## config.mk

```make
export PLATFORM = sky130hd
export DESIGN_NAME = aibcr3aux_osc_dly_ctrl
export DESIGN_NICKNAME = d
export VERILOG_FILES = /design/src/rtl/aibcr3aux_osc_dly_ctrl_pkg.sv /design/src/rtl/aibcr3aux_osc_dly_ctrl_sync2.sv /design/src/rtl/aibcr3aux_osc_dly_ctrl.sv
export SDC_FILE = /design/constraint.sdc
export NUM_CORES = 1
export LEC_CHECK = 0
export CAP_MARGIN = 20
export CORE_ASPECT_RATIO = 1.4
export CORE_MARGIN = 2
export CORE_UTILIZATION = 47
export DETAILED_ROUTE_END_ITERATION = 10
export PLACE_DENSITY = 0.74
export SYNTH_ARGS = -nofsm -noshare
export SYNTH_HDL_FRONTEND = slang
export SYNTH_HIERARCHICAL = 1
export SYNTH_SLANG_ARGS = --single-unit
```

## constraint.sdc

```tcl
create_clock -name clk -period 2 [get_ports clk]
set_input_delay 0.4 -clock clk [delete_from_list [all_inputs] [get_ports clk]]
set_output_delay 0.4 -clock clk [all_outputs]
set_load 0.005 [all_outputs]
```

## src/rtl/aibcr3aux_osc_dly_ctrl_pkg.sv

```systemverilog
// Shared types and constants for the aux oscillator delay-chain sequencer.
package aibcr3aux_osc_dly_ctrl_pkg;

  typedef enum logic [2:0] {
    IDLE   = 3'd0,
    ARM    = 3'd1,
    WAIT   = 3'd2,
    SETTLE = 3'd3,
    READY  = 3'd4,
    FAULT  = 3'd5
  } state_t;

  localparam logic [1:0] FC_NONE    = 2'd0;
  localparam logic [1:0] FC_TIMEOUT = 2'd1;
  localparam logic [1:0] FC_EARLY   = 2'd2;
  localparam logic [1:0] FC_LOST    = 2'd3;

  localparam int unsigned DEF_ARM_CYC    = 2;
  localparam int unsigned DEF_MIN_DLY    = 8;
  localparam int unsigned DEF_TIMEOUT    = 32;
  localparam int unsigned DEF_SETTLE_CYC = 4;
  localparam int unsigned DEF_CW         = 6;

  // Chain reset is released only while the chain is expected to be running.
  function automatic logic chain_released(state_t s);
    return (s == WAIT) || (s == SETTLE) || (s == READY);
  endfunction

endpackage

```

## src/rtl/aibcr3aux_osc_dly_ctrl_sync2.sv

```systemverilog
// Two-flop synchronizer, async active-low reset to 0.
module aibcr3aux_osc_dly_ctrl_sync2 (
  input  logic clk,
  input  logic rstb,
  input  logic d,
  output logic q
);

  logic meta;

  always_ff @(posedge clk or negedge rstb) begin
    if (!rstb) begin
      meta <= 1'b0;
      q    <= 1'b0;
    end else begin
      meta <= d;
      q    <= meta;
    end
  end

endmodule

```

## src/rtl/aibcr3aux_osc_dly_ctrl.sv

```systemverilog
// Aux oscillator startup sequencer: arms the delay chain, measures its
// delay against a window, settles, then enables the gated clock.
module aibcr3aux_osc_dly_ctrl
  import aibcr3aux_osc_dly_ctrl_pkg::*;
#(
  parameter int unsigned ARM_CYC    = DEF_ARM_CYC,
  parameter int unsigned MIN_DLY    = DEF_MIN_DLY,
  parameter int unsigned TIMEOUT    = DEF_TIMEOUT,
  parameter int unsigned SETTLE_CYC = DEF_SETTLE_CYC,
  parameter int unsigned CW         = DEF_CW
) (
  input  logic          clk,
  input  logic          rstb,
  input  logic          osc_en,
  input  logic          fault_clr,
  input  logic          dly_q,
  output logic          dly_rstb,
  output logic          clk_gate_en,
  output logic          osc_ready,
  output logic          fault,
  output logic [1:0]    fault_code,
  output logic [CW-1:0] meas_cnt,
  output logic [2:0]    state_o
);

  localparam logic [CW-1:0] ARM_LAST    = CW'(ARM_CYC - 1);
  localparam logic [CW-1:0] SETTLE_LAST = CW'(SETTLE_CYC - 1);
  localparam logic [CW-1:0] MIN_V       = CW'(MIN_DLY);
  localparam logic [CW-1:0] TMO_V       = CW'(TIMEOUT);

  state_t          state, nxt;
  logic [CW-1:0]   cnt, nxt_cnt, nxt_meas;
  logic [1:0]      nxt_code;
  logic            dly_q_s;

  aibcr3aux_osc_dly_ctrl_sync2 u_sync (
    .clk  (clk),
    .rstb (rstb),
    .d    (dly_q),
    .q    (dly_q_s)
  );

  always_comb begin
    nxt      = state;
    nxt_cnt  = cnt;
    nxt_meas = meas_cnt;
    nxt_code = fault_code;
    unique case (state)
      IDLE: begin
        nxt_cnt = '0;
        if (osc_en) nxt = ARM;
      end
      ARM: begin
        if (!osc_en) begin
          nxt     = IDLE;
          nxt_cnt = '0;
        end else if (cnt == ARM_LAST) begin
          nxt_cnt = '0;
          if (dly_q_s) begin
            nxt      = FAULT;
            nxt_code = FC_LOST;
          end else begin
            nxt = WAIT;
          end
        end else begin
          nxt_cnt = cnt + 1'b1;
        end
      end
      // osc_en abort outranks an arriving edge, which outranks timeout.
      WAIT: begin
        if (!osc_en) begin
          nxt     = IDLE;
          nxt_cnt = '0;
        end else if (dly_q_s) begin
          nxt_meas = cnt;
          nxt_cnt  = '0;
          if (cnt < MIN_V) begin
            nxt      = FAULT;
            nxt_code = FC_EARLY;
          end else begin
            nxt = SETTLE;
          end
        end else if (cnt == TMO_V) begin
          nxt      = FAULT;
          nxt_code = FC_TIMEOUT;
          nxt_meas = TMO_V;
          nxt_cnt  = '0;
        end else begin
          nxt_cnt = cnt + 1'b1;
        end
      end
      SETTLE: begin
        if (!osc_en) begin
          nxt     = IDLE;
          nxt_cnt = '0;
        end else if (!dly_q_s) begin
          nxt      = FAULT;
          nxt_code = FC_LOST;
          nxt_cnt  = '0;
        end else if (cnt == SETTLE_LAST) begin
          nxt     = READY;
          nxt_cnt = '0;
        end else begin
          nxt_cnt = cnt + 1'b1;
        end
      end
      READY: begin
        if (!osc_en) begin
          nxt = IDLE;
        end else if (!dly_q_s) begin
          nxt      = FAULT;
          nxt_code = FC_LOST;
        end
      end
      FAULT: begin
        if (fault_clr) begin
          nxt      = IDLE;
          nxt_code = FC_NONE;
          nxt_cnt  = '0;
        end
      end
      default: begin
        nxt      = IDLE;
        nxt_cnt  = '0;
        nxt_code = FC_NONE;
      end
    endcase
  end

  // Outputs are decoded from the next state so they flop alongside it.
  always_ff @(posedge clk or negedge rstb) begin
    if (!rstb) begin
      state       <= IDLE;
      cnt         <= '0;
      meas_cnt    <= '0;
      fault_code  <= FC_NONE;
      dly_rstb    <= 1'b0;
      clk_gate_en <= 1'b0;
      osc_ready   <= 1'b0;
      fault       <= 1'b0;
    end else begin
      state       <= nxt;
      cnt         <= nxt_cnt;
      meas_cnt    <= nxt_meas;
      fault_code  <= nxt_code;
      dly_rstb    <= chain_released(nxt);
      clk_gate_en <= (nxt == READY);
      osc_ready   <= (nxt == READY);
      fault       <= (nxt == FAULT);
    end
  end

  assign state_o = 3'(state);

endmodule

```

== Yosys cells after proc, flatten, opt, wreduce, memory -nomap -nowiden ==
Cells that the tools add are included.

* Add/sub/neg operators: 1
* Magnitude comparators: 1
* Eq/ne operators: 21
* Muxes and demuxes: 38
* Bitwise gates (word level): 2
* Reduce and logical (&&, ||, !) cells: 8

{| class="wikitable"
|+ Operators by type and width
! operator !! number
|-
| $mux 6 || 11
|-
| $mux 3 || 14
|-
| $pmux 6 s5 || 1
|-
| $mux 2 || 10
|-
| $pmux 3 s6 || 1
|-
| $eq 3x2->1 const B || 4
|-
| $eq 3x3->1 const B || 4
|-
| $ne 2x2->1 const B || 5
|-
| $pmux 2 s5 || 1
|-
| $reduce_and 10->1 || 1
|-
| $add 6x1->6 const B || 1
|-
| $eq 6x1->1 const B || 1
|-
| $eq 6x2->1 const B || 1
|-
| $eq 6x6->1 const B || 1
|-
| $lt 6x4->1 const B || 1
|-
| $ne 2x1->1 const B || 2
|-
| $eq 3x1->1 const B || 1
|-
| $logic_not 3->1 || 1
|-
| $ne 3x2->1 const B || 1
|-
| $ne 3x3->1 const B || 1
|-
| $reduce_and 3->1 || 1
|-
| $logic_or 1x1->1 || 2
|-
| $not 1->1 || 2
|-
| $reduce_and 2->1 || 1
|-
| other kinds (2) || 2
|}

* Flip-flop bits (word level): 22
* Bits of input ports: 5
* Output and inout port bits: 15
* Logic and storage cells: 80

== Depth between registers and ports, before layout ==
Gate-level depths: netlist of run 1.

* Depth after elaboration: 8
* Mapped depth: 7
* Mapped depth without buffers: 7

== Hierarchy ==
The synthesis of run 1 kept the hierarchy.

{| class="wikitable"
|+ Modules (own cells, without submodules)
! module !! times used !! cells an instance !! area an instance (µm²)
|-
| aibcr3aux_osc_dly_ctrl || 1 || 132 || 1237.4
|-
| aibcr3aux_osc_dly_ctrl_sync2 || 1 || 2 || 50.0
|}

== Least setup slack after synthesis of run 1 ==
OpenSTA, ideal clock, no wires.

* Path type: flip-flop to flip-flop
* Start point: reg cnt[0]
* End point: reg cnt[3]
* Setup time: 0.124 ns
* Arrival time: 1.747 ns
* Data required time: 1.876 ns
* Slack: 0.130 ns
* Cell stages (with the launch flop): 8
* Path buffers: 0
* Clock period less this slack: 1.870 ns
* Cell sequence: dfrtp_1 inv_1 ha_1 nand3b_4 o311a_1 o31ai_4 nor3_1 a211o_1

* Word-level cells in the longest chain between the ends: 5
* Elaborated cells on any way between the ends: 13
* Classes of those cells: add/sub (1); eq/ne (3); mux (9)

{| class="wikitable"
|+ Ends and longest elaborated chain
! item !! RTL line !! RTL
|-
| start: declaration || aibcr3aux_osc_dly_ctrl.sv:32 || <nowiki>logic [CW-1:0] cnt, nxt_cnt, nxt_meas;</nowiki>
|-
| start signal: assignment || aibcr3aux_osc_dly_ctrl.sv:143 || <nowiki>cnt <= nxt_cnt;</nowiki>
|-
| $add 6x1->6 (tied with other cells) || aibcr3aux_osc_dly_ctrl.sv:66, aibcr3aux_osc_dly_ctrl.sv:89, aibcr3aux_osc_dly_ctrl.sv:104 ||
|-
| $mux 6 (on tied branches) || aibcr3aux_osc_dly_ctrl.sv:100, aibcr3aux_osc_dly_ctrl.sv:83 ||
|-
| $mux 6 (on tied branches) || aibcr3aux_osc_dly_ctrl.sv:96, aibcr3aux_osc_dly_ctrl.sv:74 ||
|-
| $mux 6 (on tied branches) || aibcr3aux_osc_dly_ctrl.sv:93, aibcr3aux_osc_dly_ctrl.sv:71 ||
|-
| $pmux 6 s5 (*) || aibcr3aux_osc_dly_ctrl.sv:48 || <nowiki>unique case (state)</nowiki>
|}

Mark *: on every way between the ends. The rest lies on a longest branch, timed or not.
A chain may end at the register's enable or synchronous reset.

== Final worst setup path of run 1 ==
* Start point: reg state[2] (netlist: state_o[2])
* End point: out state_o[2]

{| class="wikitable"
|+ RTL lines
! item !! RTL line !! RTL
|-
| start: declaration || aibcr3aux_osc_dly_ctrl.sv:31 || <nowiki>state_t state, nxt;</nowiki>
|-
| start signal: assignment || aibcr3aux_osc_dly_ctrl.sv:142 || <nowiki>state <= nxt;</nowiki>
|-
| end: declaration || aibcr3aux_osc_dly_ctrl.sv:23 || <nowiki>output logic [2:0] state_o</nowiki>
|}

No word-level cell between the ends.

==> flow_summary.json, run 1 <==
{
  "status": "complete, no violations",
  "endpoint_kind": "primary output",
  "min_period_ns": 1.90,
  "final.setup_skew_ns": 0.00275,
  "timing.fmax_mhz": 526,
  "crit_path_cell_trace": "clkdlybuf4s50_1",
  "fin_ws_ns": 0.0991,
  "synth_top_flop_cell": "dfrtp_1",
  "sequentialPowerShare": 0.398,
  "ant_nets": 0,
  "initial_utilization": 0.492,
  "async_reset_ff_frac": 1.00,
  "syn_avg_cell_area_um2": 9.61,
  "ys_seq_area_frac": 0.428,
  "die_area_um2": 3180,
  "syn_nets": 142,
  "clock_latency_ns": 0.31,
  "power.share.clock": 0.163,
  "critPathTopFamily": "flip-flops",
  "synth_area_um2": 1290,
  "critical_path_class": "reg -> out",
  "drt_iter0_drc": 22,
  "yosysWarningCount": 6,
  "cp.arrival_ns": 1.50,
  "cts_tree": "built",
  "coreArea_um2": 2620,
  "fp.dieH_um": 65.9,
  "area_growth_pct": 29.1,
  "place.gp.congestion": 0.978,
  "p_leak_nw": 0.713,
  "fin_nets": 172,
  "cts.clk_slew.worst_paths_ns": 0.13,
  "wire_per_inst_um": 14.9,
  "antenna_cells": 0,
  "max_stage_delay_ns": 0.61,
  "finish.utilization": 0.635,
  "num_rows": 22,
  "finalHoldViolCount": 0,
  "worst_pin_slew_ns": 0.405,
  "critPathBufInv": 1,
  "place_ws_ns": 0.00898,
  "min_path_cells": 0,
  "die_width_um": 48.2,
  "synth_cells": 134,
  "synth-seq-cells": 22,
  "p_sw_mw": 0.566,
  "slew_headroom": 0.730,
  "grt_max_degree": 23,
  "port_buffers": 19,
  "grt_first_pass_wirelength_mm": 4.91,
  "track_usage": 0.209,
  "critPathRequiredTime_ns": 1.60,
  "cts_root_buf": "clkbuf_4",
  "finalSetupTns_ns": 0,
  "hold_path.class": "reg -> reg",
  "via_count": 1146,
  "drive_gt1_frac": 0.190,
  "cap_viol_max_count": 0,
  "powerDensity_nw_per_um2": 928,
  "cp_num_cells": 1,
  "critical-path-slowest-cell": "dfrtp_1",
  "final_cell_mix": "19 x dfrtp_1, 19 x clkdlybuf4s50_1, 15 x buf_4, 12 x nand2_1, 10 x inv_1",
  "vdd_drop_max_mv": 0.609,
  "synth_edf_count": 0,
  "grt.overflow.total": 0,
  "swShare": 0.367,
  "h-tree-depth": 1,
  "synth.distinct_cells": 42,
  "combPwrFrac": 0.439,
  "clockBufferDepth": 2,
  "drc": 0,
  "rr_worst_depth": 5,
  "cts_buffers": 3,
  "report.final.setup_viol": 0,
  "routed_via_density": 5.76,
  "cell_internal_pwr_mw": 0.976,
  "period_share": 0.950,
  "path_max_fanout": 13,
  "grt_pass1_vias": 1107,
  "dr.pass1.iters": 5,
  "cts_sinks": 22,
  "holdBufCountCts": 0,
  "wirelength_mm": 2.97,
  "start_kind": "flop",
  "io_pins": 20,
  "slew_viol_final": 0,
  "antenna_found_initial": 0,
  "detailed_place_hpwl_mm": 2.20
}
-- registers in the layout, summed over array words and instances, names as in the netlist --
name,cells
cnt,6
osc_ready,1
meas_cnt,6
fault_code,2
fault,1
u_sync/meta,1
dly_rstb,1
u_sync/q,1
state_o,3
-- metrics by stage --
step           std cells  cell area (µm²)  power [mW]  hold slack [ns]
6_report             199             1660        1.54            0.368
2_1_floorplan        134             1290       0.980            0.104
3_3_place_gp         194             1580        1.25            0.333
3_5_place_dp         194             1580        1.26            0.344
5_1_grt              199             1660        1.65            0.388
4_1_cts              198             1610        1.52            0.373
-- synth_stat cells, types with 2 or more instances --
cell / number / area [µm²]
a31oi_1: 2 / 12.5
nor2_1: 8 / 30.0
nor2b_1: 3 / 18.8
ha_1: 3 / 37.5
a21oi_1: 8 / 40.0
o21ai_0: 4 / 20.0
o22ai_1: 3 / 18.8
nor3_1: 3 / 15.0
nand3_1: 2 / 10.0
o311a_1: 2 / 20.0
a311oi_1: 2 / 17.5
a2111oi_0: 2 / 17.5
clkbuf_1: 2 / 7.51
and2_1: 2 / 12.5
dfrtp_1: 22 / 551
o32a_1: 2 / 20.0
nand2b_1: 6 / 37.5
o31ai_1: 3 / 22.5
inv_1: 10 / 37.5
a21o_1: 3 / 22.5
nor3b_1: 2 / 15.0
a22o_1: 5 / 43.8
buf_2: 5 / 25.0
nand2_1: 12 / 45.0
-- layer usage --
metal  wire, µm  vias to the layer above  track usage  share of wire
li1           -                      547            -              -
met1       1300                      548        0.288           0.44
met2       1480                       47        0.336           0.50
met3        157                        4       0.0246          0.053
met4         33                        0       0.0574          0.011
met5          0                        -            0              0
-- area by class of cell --
class                   count  area, µm²
clock buffers               4       36.3
inverters                  10       37.5
repair buffers             34        303
well taps                  36       45.0
flip-flops and latches     22        554
multi-input cells          93        686
fillers                   225        953
-- what timing repair did --
action                                  in CTS  in global routing
gates resized for setup                      0                  9
setup buffers                                0                  1
endpoints found under the hold margin        0                  0
pin swaps                                    1                  0
endpoints found under the setup margin       1                  9
-- power by group through the flow --
| stage | clock, mW | sequential, mW | combinational [mW] |
|---|---|---|---|
| floorplan | 0 | 0.587 | 0.393 |
| global placement | 0 | 0.617 | 0.634 |
| detailed placement | 0 | 0.621 | 0.644 |
| CTS | 0.255 | 0.612 | 0.649 |
| global route | 0.280 | 0.627 | 0.745 |
| finish | 0.252 | 0.613 | 0.677 |
-- worst paths after layout --
check	slack, ns	to	from
worst max-delay path	0.1	state_o[2]	state_o[2]
worst min-delay path	0.37	u_sync/q	u_sync/meta
worst max register to register	0.12	fault_code[1]	cnt[2]
worst min register to register	0.37	u_sync/q	u_sync/meta
max in group asynchronous	1.33	cnt[4]	rstb
min in group asynchronous	0.42	osc_ready	rstb
-- logic make-up after synthesis --
| kind of cell | share of synthesized area |
|---|---|
| buffers and inverters | 0.0690 |
| XOR/XNOR | 0.0136 |
| flip-flops | 0.428 |
| AO/OA/AOI/OAI | 0.272 |
| adder cells (fa/ha/maj) | 0.0292 |
| AND/OR/NAND/NOR | 0.180 |
| multiplexers | 0.00875 |
(Power assumes the default switching activity.)
==> run 2, diff against run 1 <==
CORE_MARGIN = not set   (was 2)
CORE_UTILIZATION = 50   (was 47)
CTS_BUF_LIST = sky130_fd_sc_hd__clkbuf_8   (was not set)
PLACE_DENSITY = not set   (was 0.74)
PLACE_DENSITY_LB_ADDON = 0.1   (was not set)
==> run 2 against run 1 <==
Non-clock buffer count is 4 lower. Total power is 1.2% higher. Worst hold slack worse by 0.016 ns. Sequential power hardly changed. Critical path depth is 5 higher. Clock-buffer cell count stayed put. Utilization is 3.4 points higher. Maximum frequency is 0.10% lower. Wire length is 2.2% lower. Final cell count is 3.0% lower. Critical path type is now reg -> reg. Clock power is 31% higher. Largest power group is now registers. First-iteration DRC count stayed put.
==> flow_summary.json, run 2 (synthesized netlist as in run 1, its figures left out) <==
{
  "slew_headroom": 0.624,
  "h-tree-depth": 1,
  "clockBufferDepth": 2,
  "cts.clk_slew.worst_paths_ns": 0.08,
  "place_ws_ns": -0.0443,
  "drc": 0,
  "finalSetupTns_ns": 0,
  "place.gp.congestion": 0.908,
  "critical_path_class": "reg -> reg",
  "max_stage_delay_ns": 0.49,
  "worst_pin_slew_ns": 0.561,
  "min_period_ns": 1.90,
  "cap_viol_max_count": 0,
  "dpl_cell_area_um2": 1540,
  "critical-path-slowest-cell": "dfrtp_2",
  "wirelength_mm": 2.90,
  "cts_sinks": 22,
  "die_area_um2": 2780,
  "track_usage": 0.229,
  "holdBufCountCts": 0,
  "hold_path.class": "reg -> reg",
  "final_common_cell": "dfrtp_1",
  "cts_buffers": 3,
  "routed_via_density": 5.80,
  "grt_first_pass_wirelength_mm": 4.58,
  "fp.dieH_um": 62.0,
  "period_share": 0.951,
  "cts_root_buf": "clkbuf_8",
  "finish.utilization": 0.669,
  "die_width_um": 44.9,
  "fin_nets": 168,
  "crit_path_cell_trace": "nor4_4 -> buf_4 -> a21oi_1 -> o31ai_4 -> nor3_1 -> a211o_1",
  "report.final.setup_viol": 0,
  "area_growth_pct": 25.7,
  "final_cell_mix": "21 x dfrtp_1, 19 x clkdlybuf4s50_1, 12 x nand2_1, 11 x buf_4, 10 x inv_1",
  "whs_ns": 0.352,
  "vdd_drop_max_mv": 0.540,
  "detailed_place_hpwl_mm": 2.05,
  "grt.overflow.total": 0,
  "final.setup_skew_ns": 0.00321,
  "status": "complete, no violations",
  "via_count": 1119,
  "p_leak_nw": 0.692,
  "drt_iter0_drc": 22,
  "critPathRequiredTime_ns": 2.17,
  "timing.fmax_mhz": 526,
  "coreArea_um2": 2420,
  "final_cells": 193,
  "antenna_found_initial": 0,
  "ant_nets": 0,
  "cp.arrival_ns": 2.07,
  "dr.pass1.iters": 4,
  "nFillCells": 213,
  "wire_per_inst_um": 15.0,
  "endpoint_kind": "flop",
  "dp.cells": 188,
  "grt_max_degree": 23,
  "path_max_fanout": 8,
  "fin_area_um2": 1620,
  "power_mw": 1.56,
  "finalHoldViolCount": 0,
  "clock_latency_ns": 0.27,
  "slew_viol_final": 0,
  "port_buffers": 19,
  "rsz0062_at_grt": "no",
  "io_pins": 20,
  "num_rows": 21,
  "initial_utilization": 0.533,
  "grt_pass1_vias": 1023,
  "antenna_cells": 0,
  "drive_gt1_frac": 0.145,
  "cts_tree": "built",
  "fin_ws_ns": 0.0971,
  "powerDensity_nw_per_um2": 965,
  "start_kind": "flop"
}
run 2: cell count changes in the layout (fill, tap and decap cells not counted), moves of 2 or more:
| cell | change |
|---|---|
| buf_4 | -4 |
| clkbuf_4 | -3 |
| clkbuf_8 | +3 |
| dfrtp_1 | +2 |
| dfrtp_2 | -2 |
run 2: area by class of cell:
class | count | area [µm²] | area share
flip-flops and latches | 22 | 552 | 0.341
inverters | 10 | 37.5 | 0.0232
multi-input cells | 93 | 658 | 0.407
well taps | 34 | 42.5 | 0.0263
clock buffers | 4 | 55.1 | 0.0340
repair buffers | 30 | 273 | 0.169
run 2: path summary, 6_finish.rpt:
path                             start         to  slack (ns)  cells after the start
min in group asynchronous         rstb  osc_ready        0.48                      2
max in group asynchronous         rstb     cnt[4]        1.29                      2
max reg2reg                     cnt[4]     cnt[3]         0.1                      6
max                             cnt[4]     cnt[3]         0.1                      6
min                        u_sync/meta   u_sync/q        0.35                      0
min reg2reg                u_sync/meta   u_sync/q        0.35                      0
run 2: what timing repair did:
item | 4_1_cts | 5_1_grt
endpoints found under the setup margin | 0 | 6
buffers inserted | 0 | 1
resized for setup | 0 | 3
run 2: critical path, delay by kind of cell (launching register included):
family / cells / cell delay, ns
AOI/OAI and AO/OA: 3 / 0.76
DFF: 1 / 0.49
and+or+nand+nor: 2 / 0.35
buffers and inverters: 1 / 0.19
run 2: where the power goes:
group,internal (mW),total [mW],switching [mW]
Sequential,0.518,0.615,0.0963
Combinational,0.309,0.615,0.306
Clock,0.176,0.331,0.155
Total,1.00,1.56,0.558
run 2: routing by layer:
metal	track usage	share of wire
met5	0	0
met4	0.108	0.017
met3	0.0260	0.042
met2	0.410	0.51
met1	0.271	0.43
==> run 3, diff against run 2 <==
CORE_MARGIN = 2   (was not set)
CTS_CLUSTER_SIZE = 16   (was not set)
==> run 3 against run 2 <==
Total power shrank 2.7%. Non-clock buffer count increased by 2. Critical path type unchanged. Worst setup slack improved by 0.019 ns. Clock-buffer cell count decreased by 1. Clock power is 21% lower. Worst hold slack worse by 0.0025 ns. Register-to-register slack improved by 0.02 ns.
==> flow_summary.json, run 3 (synthesized netlist as in run 1, its figures left out) <==
{
  "final.setup_skew_ns": 0.00170,
  "status": "complete, no violations",
  "grt_max_degree": 23,
  "cell_internal_pwr_mw": 0.973,
  "final_common_cell": "dfrtp_1",
  "io_pins": 20,
  "drt_iter0_drc": 35,
  "ant_nets": 0,
  "wire_per_inst_um": 15.7,
  "antenna_found_initial": 0,
  "num_rows": 21,
  "cts_sinks": 22,
  "cp.arrival_ns": 2.03,
  "rr_worst_depth": 7,
  "power.share.clock": 0.173,
  "fp.dieH_um": 64.0,
  "fin_nets": 170,
  "hold_path.class": "reg -> reg",
  "postCtsSetupRepairBufs": 0,
  "min_path_cells": 0,
  "vdd_drop_max_mv": 0.678,
  "critPathTopFamily": "compound AO/OA/AOI/OAI gates",
  "critical-path-slowest-cell": "dfrtp_1",
  "finish.utilization": 0.679,
  "antenna_cells": 0,
  "cts.clk_slew.worst_paths_ns": 0.07,
  "timing.fmax_mhz": 531,
  "h-tree-depth": 1,
  "grt_first_pass_wirelength_mm": 5.17,
  "p_sw_mw": 0.546,
  "die_area_um2": 3000,
  "hold_end": "u_sync/q",
  "powerDensity_nw_per_um2": 925,
  "report.final.setup_viol": 0,
  "critical_path_class": "reg -> reg",
  "swShare": 0.360,
  "path_max_fanout": 7,
  "reg2reg_to": "cnt[3]",
  "combPwrFrac": 0.420,
  "p_leak_nw": 0.698,
  "crit_path_cell_trace": "inv_1 -> ha_1 -> nand3b_4 -> o311a_4 -> o31ai_4 -> nor3_1 -> a211o_1",
  "cap_viol_max_count": 0,
  "track_usage": 0.233,
  "worst_pin_slew_ns": 0.571,
  "final_cell_mix": "20 x dfrtp_1, 19 x clkdlybuf4s50_1, 13 x buf_4, 12 x nand2_1, 10 x inv_1",
  "min_period_ns": 1.88,
  "cts_tree": "built",
  "hold_start": "u_sync/meta",
  "finalHoldViolCount": 0,
  "coreArea_um2": 2420,
  "grt.overflow.total": 0,
  "fin_ws_ns": 0.116,
  "r2r_slack_ns": 0.12,
  "start_kind": "flop",
  "dr.pass1.iters": 4,
  "cts_buffers": 3,
  "multi_input_area_um2": 679,
  "cts_root_buf": "clkbuf_8",
  "detailed_place_hpwl_mm": 2.32,
  "holdBufCountCts": 0,
  "nFillCells": 202,
  "die_width_um": 46.9,
  "clock_latency_ns": 0.25,
  "cts_resized": 0,
  "clockBufferDepth": 2,
  "place.gp.congestion": 0.956,
  "drive_gt1_frac": 0.163,
  "place_ws_ns": -0.0247,
  "period_share": 0.942,
  "critPathBufInv": 1,
  "port_buffers": 19,
  "r2r_start": "cnt[1]",
  "drc": 0,
  "via_count": 1141,
  "routed_via_density": 5.88,
  "regArea_um2": 553,
  "sequentialPowerShare": 0.406,
  "slew_headroom": 0.617,
  "area_growth_pct": 27.5,
  "max_stage_delay_ns": 0.38,
  "whs_ns": 0.350,
  "grt_pass1_vias": 1137,
  "endpoint_kind": "flop",
  "critPathRequiredTime_ns": 2.14,
  "wirelength_mm": 3.05,
  "slew_viol_final": 0,
  "initial_utilization": 0.533
}
==> run 3: per-layer routing <==
| metal | up-vias | wire length, µm | GRT usage |
|---|---|---|---|
| met4 | 0 | 59 | 0.0938 |
| li1 | 539 | - | - |
| met2 | 19 | 1670 | 0.385 |
| met5 | - | 0 | 0 |
| met1 | 576 | 1260 | 0.297 |
| met3 | 7 | 59 | 0.0226 |
==> run 3: through the flow <==
step	power (mW)	TNS, ns	instances	area [µm²]
after floorplan	0.980	0	134	1290
after global placement	1.25	-0.0152	191	1570
after detailed placement	1.25	-0.0599	191	1570
after CTS	1.52	0	194	1610
after global routing	1.62	-0.00237	194	1640
final	1.52	0	194	1640
==> run 3: final cells by class <==
cell class | count | area share
inverter | 10 | 0.0229
timing repair buffer | 32 | 0.175
sequential | 22 | 0.337
multi-input combinational | 93 | 0.414
clock buffer | 3 | 0.0252
tap | 34 | 0.0259
==> run 3: how the worst max path moves through the flow <==
stage | to | depth (start not counted) | from
2_1_floorplan | cnt[3] | 7 | cnt[0]
3_3_place_gp | dly_rstb | 5 | osc_en
3_5_place_dp | dly_rstb | 5 | osc_en
4_1_cts | cnt[3] | 7 | cnt[1]
5_1_grt | cnt[3] | 6 | cnt[4]
6_report | cnt[3] | 7 | cnt[1]
==> run 3: power groups by stage <==
stage | Sequential [mW] | Combinational [mW] | Clock, mW
3_5_place_dp | 0.625 | 0.627 | 0
3_3_place_gp | 0.623 | 0.624 | 0
6_report | 0.617 | 0.639 | 0.263
2_1_floorplan | 0.587 | 0.393 | 0
4_1_cts | 0.616 | 0.631 | 0.269
5_1_grt | 0.627 | 0.703 | 0.291
==> run 3: worst register-to-register path, cell delays in order (launching register included) <==
cell and delay (ns):
dfrtp_1 0.38, inv_1 0.08, ha_1 0.20, nand3b_4 0.12
o311a_4 0.34, o31ai_4 0.29, nor3_1 0.10, a211o_1 0.27
